--- src/rtl/capture_mem_pkg.sv ---
// Shared constants and state encoding for the logic-analyzer capture block.
// The read side imports this to decode capture status.
package capture_mem_pkg;

  localparam int unsigned CAP_DATA_WIDTH  = 8;
  localparam int unsigned CAP_ADDR_WIDTH  = 4;
  localparam int unsigned CAP_MEMORY_SIZE = 16;

  typedef enum logic [2:0] {
    CAP_IDLE  = 3'd0,
    CAP_FILL  = 3'd1,
    CAP_ARMED = 3'd2,
    CAP_POST  = 3'd3,
    CAP_DONE  = 3'd4
  } cap_state_e;

  typedef struct packed {
    logic busy;
    logic triggered;
    logic done;
  } cap_status_t;

endpackage

--- src/rtl/capture_mem_trigger_match.sv ---
// Combinational masked compare of the probe bus; shared by multi-stage triggers.
module trigger_match #(
  parameter int unsigned DATA_WIDTH = 8
) (
  input  logic [DATA_WIDTH-1:0] i_data,
  input  logic [DATA_WIDTH-1:0] trigger_mask,
  input  logic [DATA_WIDTH-1:0] trigger_value,
  output logic                  hit
);

  assign hit = (((i_data ^ trigger_value) & trigger_mask) == '0);

endmodule

--- src/rtl/capture_mem.sv ---
// Capture side of the logic analyzer: circular pre-trigger buffer, masked trigger,
// post-trigger countdown, then a frozen buffer with the oldest-sample address.
module capture_mem
  import capture_mem_pkg::*;
#(
  parameter int unsigned DATA_WIDTH  = CAP_DATA_WIDTH,
  parameter int unsigned ADDR_WIDTH  = CAP_ADDR_WIDTH,
  parameter int unsigned MEMORY_SIZE = CAP_MEMORY_SIZE
) (
  input  logic                  clk,
  input  logic                  reset,
  input  logic                  arm,
  input  logic [DATA_WIDTH-1:0] i_data,
  input  logic [DATA_WIDTH-1:0] trigger_mask,
  input  logic [DATA_WIDTH-1:0] trigger_value,
  input  logic [ADDR_WIDTH-1:0] post_count,
  output logic [DATA_WIDTH-1:0] memory [MEMORY_SIZE],
  output logic [ADDR_WIDTH-1:0] waddr,
  output logic                  busy,
  output logic                  triggered,
  output logic                  done
);

  localparam logic [ADDR_WIDTH-1:0] LAST_ADDR = ADDR_WIDTH'(MEMORY_SIZE - 1);
  localparam logic [ADDR_WIDTH-1:0] ONE       = ADDR_WIDTH'(1);

  cap_state_e            state;
  logic [ADDR_WIDTH-1:0] wptr;
  logic [ADDR_WIDTH-1:0] pre_cnt;
  logic [ADDR_WIDTH-1:0] post_cnt;
  logic [ADDR_WIDTH-1:0] post_q;
  logic [ADDR_WIDTH-1:0] pre_c;
  logic [ADDR_WIDTH-1:0] pre_arm_c;
  logic                  hit_c;
  logic                  capturing_c;

  trigger_match #(
    .DATA_WIDTH(DATA_WIDTH)
  ) u_trigger_match (
    .i_data       (i_data),
    .trigger_mask (trigger_mask),
    .trigger_value(trigger_value),
    .hit          (hit_c)
  );

  // Pre-trigger depth for the running capture and for a capture about to be armed.
  assign pre_c       = LAST_ADDR - post_q;
  assign pre_arm_c   = LAST_ADDR - post_count;
  assign capturing_c = (state == CAP_FILL) || (state == CAP_ARMED) || (state == CAP_POST);

  always_ff @(posedge clk) begin
    if (reset) begin
      state     <= CAP_IDLE;
      wptr      <= '0;
      waddr     <= '0;
      pre_cnt   <= '0;
      post_cnt  <= '0;
      post_q    <= '0;
      busy      <= 1'b0;
      triggered <= 1'b0;
      done      <= 1'b0;
      for (int unsigned i = 0; i < MEMORY_SIZE; i++) begin
        memory[i] <= '0;
      end
    end else begin
      // Every capturing edge stores the probe and advances the circular pointer.
      if (capturing_c) begin
        memory[wptr] <= i_data;
        wptr         <= wptr + ONE;
      end

      case (state)
        CAP_IDLE, CAP_DONE: begin
          if (arm) begin
            post_q    <= post_count;
            wptr      <= '0;
            pre_cnt   <= '0;
            triggered <= 1'b0;
            done      <= 1'b0;
            busy      <= 1'b1;
            state     <= (pre_arm_c == '0) ? CAP_ARMED : CAP_FILL;
          end
        end

        CAP_FILL: begin
          pre_cnt <= pre_cnt + ONE;
          if ((pre_cnt + ONE) == pre_c) begin
            state <= CAP_ARMED;
          end
        end

        CAP_ARMED: begin
          if (hit_c) begin
            triggered <= 1'b1;
            post_cnt  <= post_q;
            if (post_q == '0) begin
              state <= CAP_DONE;
              busy  <= 1'b0;
              done  <= 1'b1;
              waddr <= wptr + ONE;
            end else begin
              state <= CAP_POST;
            end
          end
        end

        CAP_POST: begin
          post_cnt <= post_cnt - ONE;
          if (post_cnt == ONE) begin
            state <= CAP_DONE;
            busy  <= 1'b0;
            done  <= 1'b1;
            waddr <= wptr + ONE;
          end
        end

        default: begin
          state <= CAP_IDLE;
          busy  <= 1'b0;
        end
      endcase
    end
  end

endmodule

--- config.mk ---
export PLATFORM = sky130hd
export DESIGN_NAME = capture_mem
export DESIGN_NICKNAME = d
export VERILOG_FILES = /design/src/rtl/capture_mem_pkg.sv /design/src/rtl/capture_mem_trigger_match.sv /design/src/rtl/capture_mem.sv
export SDC_FILE = /design/constraint.sdc
export NUM_CORES = 1
export LEC_CHECK = 0
export CAP_MARGIN = 30
export CORE_MARGIN = 5
export CORE_UTILIZATION = 40
export DETAILED_ROUTE_END_ITERATION = 10
export PLACE_DENSITY = 0.74
export SKIP_CTS_REPAIR_TIMING = 1
export SYNTH_ARGS = -nofsm -noshare
export SYNTH_HDL_FRONTEND = slang
export SYNTH_SLANG_ARGS = --single-unit
--- constraint.sdc ---
create_clock -name clk -period 2.1 [get_ports clk]
set_clock_uncertainty 0.1 [all_clocks]
set_input_delay 0.42 -clock clk [delete_from_list [all_inputs] [get_ports clk]]
set_output_delay 0.42 -clock clk [all_outputs]
set_load 0.01 [all_outputs]
Yosys cells after proc, flatten, opt, wreduce, memory -nomap -nowiden
Index checks and enable logic that the tools add are counted.
{"block": "word_totals", "regBits": 154, "in_bits": 31, "output_inout_bits": 135, "wordCells": 100}
{"block": "classes", "add_sub_neg": 5, "magnitude_cmp": 2, "eq_ne": 11, "mux": 33, "n_bitwise": 4, "reduce_logical": 20}
{"cell": "bitwise mux 128 bit", "count": 1}
{"cell": "demux 8 bit (select 4 bit)", "count": 1}
{"cell": "2-to-1 mux 4 bit", "count": 8}
{"cell": "case mux 4 bit (2 select lines)", "count": 3}
{"cell": "2-to-1 mux 3 bit", "count": 5}
{"cell": "case mux 3 bit (4 select lines)", "count": 1}
{"cell": "AND reduction 5 bit", "count": 2}
{"cell": "2-to-1 mux 1 bit", "count": 9}
{"cell": "adder 4 x 1 -> 4 bit, second input constant", "count": 2}
{"cell": "bitwise AND 8 bit", "count": 1}
{"cell": "zero test 4 bit", "count": 2}
{"cell": "zero test 8 bit", "count": 1}
{"cell": "2-to-1 mux 8 bit", "count": 1}
{"cell": "AND reduction 4 bit", "count": 2}
{"cell": "subtractor 4 bit, first input constant", "count": 2}
{"cell": "bitwise XOR 8 bit", "count": 1}
{"cell": "equality test 3 x 2 -> 1 bit, second input constant", "count": 2}
{"cell": "!= test 2 x 1 -> 1 bit, second input constant", "count": 3}
{"cell": "AND reduction 2 bit", "count": 3}
{"cell": "nonzero test 2 bit", "count": 3}
{"cell": "greater-or-equal comparator 5 bit, second input constant", "count": 1}
{"cell": "< comparator 5 x 1 -> 1 bit, second input constant", "count": 1}
{"cell": "NOT 4 -> 5 bit", "count": 1}
{"cell": "equality test 4 x 1 -> 1 bit, second input constant", "count": 1}
{"cell": "other kinds (16)", "count": 18}

Logic depth before layout (Yosys ltp)
{"block": "logic_depth", "word_depth": 6, "depth_mapped": 7, "ltp_nobuf": 7}

Cells and area by module
From an unflattened synthesis, not the netlist that was laid out.
{"block": "unflattened", "hier_cells": 603, "area_unflattened_um2": 6258.5}
{"mod": "capture_mem", "n_inst": 1, "cells_per_inst": 590, "area_each_um2": 6149.6, "seq_area_each_um2": 3083.0}
{"mod": "trigger_match", "n_inst": 1, "cells_per_inst": 13, "area_each_um2": 108.9, "seq_area_each_um2": 0.0}

Worst setup path before layout
Ideal clock, no wire load.
{"block": "synth_path", "path_kind": "in2reg", "startpoint": "input port i_data[0]", "endpoint": "register waddr[0]", "setup_time_ns": 0.121, "t_arrival_ns": 1.742, "t_required_ns": 1.879, "path_slack_ns": 0.137, "stages": 7, "n_path_buf": 2, "cell_sequence": "buf_4 > xor2_1 > a22oi_1 > and4_1 > buf_6 > a32oi_4 > mux2_4"}
{"block": "synth_between", "elab_chain_cells": 5}
{"item": "from (decl)", "line_no": "capture_mem.sv:13", "rtl": "input logic [DATA_WIDTH-1:0] i_data,"}
{"item": "bitwise XOR 8 bit", "line_no": "capture_mem_trigger_match.sv:11", "rtl": "assign hit = (((i_data ^ trigger_value) & trigger_mask) == '0);"}
{"item": "bitwise AND 8 bit", "line_no": "capture_mem_trigger_match.sv:11"}
{"item": "zero test 8 bit", "line_no": "capture_mem_trigger_match.sv:11"}
{"item": "!= test 2 bit (no source line)"}
{"item": "AND reduction 4 bit (no source line)"}
{"item": "to (signal assigned)", "line_no": "capture_mem.sv:100", "rtl": "waddr <= wptr + ONE;"}
{"item": "to (signal assigned)", "line_no": "capture_mem.sv:113", "rtl": "waddr <= wptr + ONE;"}
{"item": "to (decl)", "line_no": "capture_mem.sv:18", "rtl": "output logic [ADDR_WIDTH-1:0] waddr,"}
No other way between the ends.
A chain may end at the register's enable or synchronous reset.

Final worst setup path
{"block": "layout_path", "startpoint": "input port i_data[6]", "endpoint": "register post_cnt[2]"}
{"block": "layout_between", "elab_chain_cells": 5}
{"item": "bitwise XOR 8 bit", "line_no": "capture_mem_trigger_match.sv:11"}
{"item": "bitwise AND 8 bit", "line_no": "capture_mem_trigger_match.sv:11"}
{"item": "zero test 8 bit", "line_no": "capture_mem_trigger_match.sv:11"}
{"item": "!= test 2 bit (no source line)"}
{"item": "AND reduction 2 bit (no source line)"}
{"item": "to (signal assigned)", "line_no": "capture_mem.sv:95", "rtl": "post_cnt <= post_q;"}
{"item": "to (signal assigned)", "line_no": "capture_mem.sv:108", "rtl": "post_cnt <= post_cnt - ONE;"}
{"item": "to (decl)", "line_no": "capture_mem.sv:30", "rtl": "logic [ADDR_WIDTH-1:0] post_cnt;"}
No other way between the ends.

==> impl_results.md <==
- Clock latency on the worst-skew pair: 420 ps
- Post-synth EDFFs: 0
- Worst Path Arrival: 2190 ps
- Finished Cell Area: 8770 sq um
- Sequential share of the synthesized area: 49.7%
- Final hold vios: 0
- Top-count cell post-synth: nand2_1
- WP data required: 2310 ps
- Diodes inserted: 0
- Async SR Flop Fraction: 0%
- GP Congestion: around 0.83
- Worst Slack Setup Final: 121 ps
- CTS tree: done
- Combinational power share: around 20%
- Ys Warns: 0
- Synth Instances: 771
- Worst r2r path cells: 5
- First-pass detailed-route iteration total: 5
- Clock transition at the registers of the reported paths: 60 ps
- RSZ-0062 raised after global routing: no
- Max Freq: 0.505 GHz
- Critical path class: in -> reg
- Crit-path max FO: 3
- Power Dens Cells: 905 nW/um^2
- Root Driver: clkbuf_16
- Max-cap violations: 0
- Clock share of power: 40.0%
- IO Count: 166
- Worst IR Drop VDD: 0.685 mV
- Chip height: between 100 and 150 um
- Share of layout cells above drive strength 1: 9.23%
- Overflow after GRT: 0
- Area leader, netlist: dfxtp_1
- Worst-margin pin slew: 596 ps
- Worst path cell trace: clkdlybuf4s50_1 > xor2_1 > a22oi_1 > and4_1 > buf_4 > nand2_1 > o221a_2
- Layout Cells excl Fill: 1131
- Worst Hold Class: in -> reg
- Hold EP: state[2]
- Predominant post-synthesis flop cell: dfxtp_1
- Worst R2R Start: state[2]
- Layout area overhead: 41.5%
- Vias per std cell: 5.35
- Vias in the first global route: 5653
- Sw Ratio: 29.5%
- Crit. End Element: register
- Hold Crit Start: reset
- Worst path slowest cell: clkdlybuf4s50_1
- Fin. max-slew vios: 0
- Gr usage total: 21.2%
- CTS buffer count: 17
- Largest net degree at the start of global routing: 58
- Flop and latch count out of synthesis: 154
- Seq pwr share: about two fifths
- Crit path time final: 1980 ps
- I/O Buffers: 165
- NetSw: between 2 and 2.5 mW
- Startpoint Class: input port
- Clock sinks: ~150
- Post-Syn Area: 6200 sq um
- CTS H-tree lvls: 4
- Hold Path Depth: 2
- Critical path's largest stage delay: 510 ps
- Placed cell area: between 8000 and 9000 sq um
- Core box area: 15200 sq um
- Initial antenna violation count: 0
- Slew headroom: approximately 60%
- Post-Place Cells: 1098
- Post-route ant nets: 0
- Setup violators final: 0
- Via count: about 6000
- Synth top area share: 49.7%
- Int Pwr: roughly 5.6 mW
- First-pass GRT wire length: just over 30 mm
- Period utilization: a little over nine tenths
- Synth top area cells: dfxtp_1 50%, nand2_1 12%, a21oi_1 11%
- Initial core utilization: 40.8%
- Setup_tns: 0 ps
- Total power: approximately 7.9 mW
- DP HPWL: 13.1 mm
- Status: finished, final reports clean
- Longest Clk Path Bufs: 2
- Die W: 134 um
- Unique masters post-synth: 47
- DIE AREA: 18100 sq um
- WHS: ~190 ps
- DRC errors left: 0
- Drt total wl: about 20 mm
- Worst reg2reg setup slack: between 200 and 250 ps
- Fin util: between 50% and 60%
- Routed WL per cell: 17.3 um
- Syn nets: 809
- Row count: 45
- Synth top cells by count: 198 x nand2_1, 154 x dfxtp_1, 141 x a21oi_1
- Final #Nets: 968
- Pre-CTS setup slack: -365 ps
- P_leak: 3.00 nW
- Syn Area/Cell: 8.04 sq um
- R2r endpoint: memory[115]
- 1st-iter DRT viols: 392
[state kept, by name, indices dropped and copies added (netlist names)]
| name | flops |
|---|---|
| memory | 128 |
| post_cnt | 4 |
| post_q | 4 |
| pre_cnt | 4 |
| waddr | 4 |
| wptr | 4 |
| state | 3 |
| busy | 1 |
| done | 1 |
| triggered | 1 |
[kinds of logic after synthesis]
logic type	after synthesis	share of synthesized area, %
adder cells (fa/ha/maj)	7	1.41
AND/OR/NAND/NOR	344	24.4
XOR/XNOR	20	2.83
flip-flops	154	49.7
buffers and inverters	73	5.43
AO/OA/AOI/OAI	166	14.9
multiplexers	7	1.25
[power groups by stage]
stage	sequential, mW	combinational [mW]	clock (mW)
CTS	3.17	1.57	3.22
global placement	3.23	1.54	0
finish	3.17	1.59	3.17
detailed placement	3.23	1.56	0
floorplan	3.24	0.914	0
global route	3.19	1.72	3.32
[critical path: cells and delay by family]
kind | cells | cell delay (ps)
xor gates and xnor gates | 1 | 210
and+or+nand+nor | 2 | 400
AOI/OAI and AO/OA | 2 | 510
buffers and inverters | 2 | 660
[layer usage]
metal,GRT usage [%],routed length [um]
met1,28.2,8470
met2,32.9,9070
met3,6.37,1670
met4,7.58,311
met5,0,0
[cells in the final DEF (no fill, tap or decap), drive strengths merged, types with 5 or more instances in the layout]
cell type,instances
a21oi,141
a22oi,5
and2,6
buf,42
clkbuf,19
clkdlybuf4s50,163
dfxtp,154
ha,7
inv,10
nand2,198
nand3,100
nor2,15
nor3,8
xnor2,8
xor2,12
[cell type report]
cell class,instances,area [sq um]
fill,1365,6430
sequential,154,3080
multi-input combinational,544,2790
timing repair buffer,206,2020
clock buffer,19,443
tap,188,235
clock inverter,13,166
inverter,7,26.3
[worst max-delay path by stage]
stage          startpoint          end  slack (ps)  cells past startpoint
3_3_place_gp    i_data[1]     state[0]        -330                      7
5_1_grt        pre_cnt[0]     state[1]          40                      6
4_1_cts           wptr[1]   memory[25]          40                      5
2_1_floorplan   i_data[0]     waddr[0]         140                      7
3_5_place_dp    i_data[1]  post_cnt[3]        -360                      7
6_report        i_data[6]  post_cnt[2]         120                      7
No activity file was read; power rests on OpenSTA's default activity.
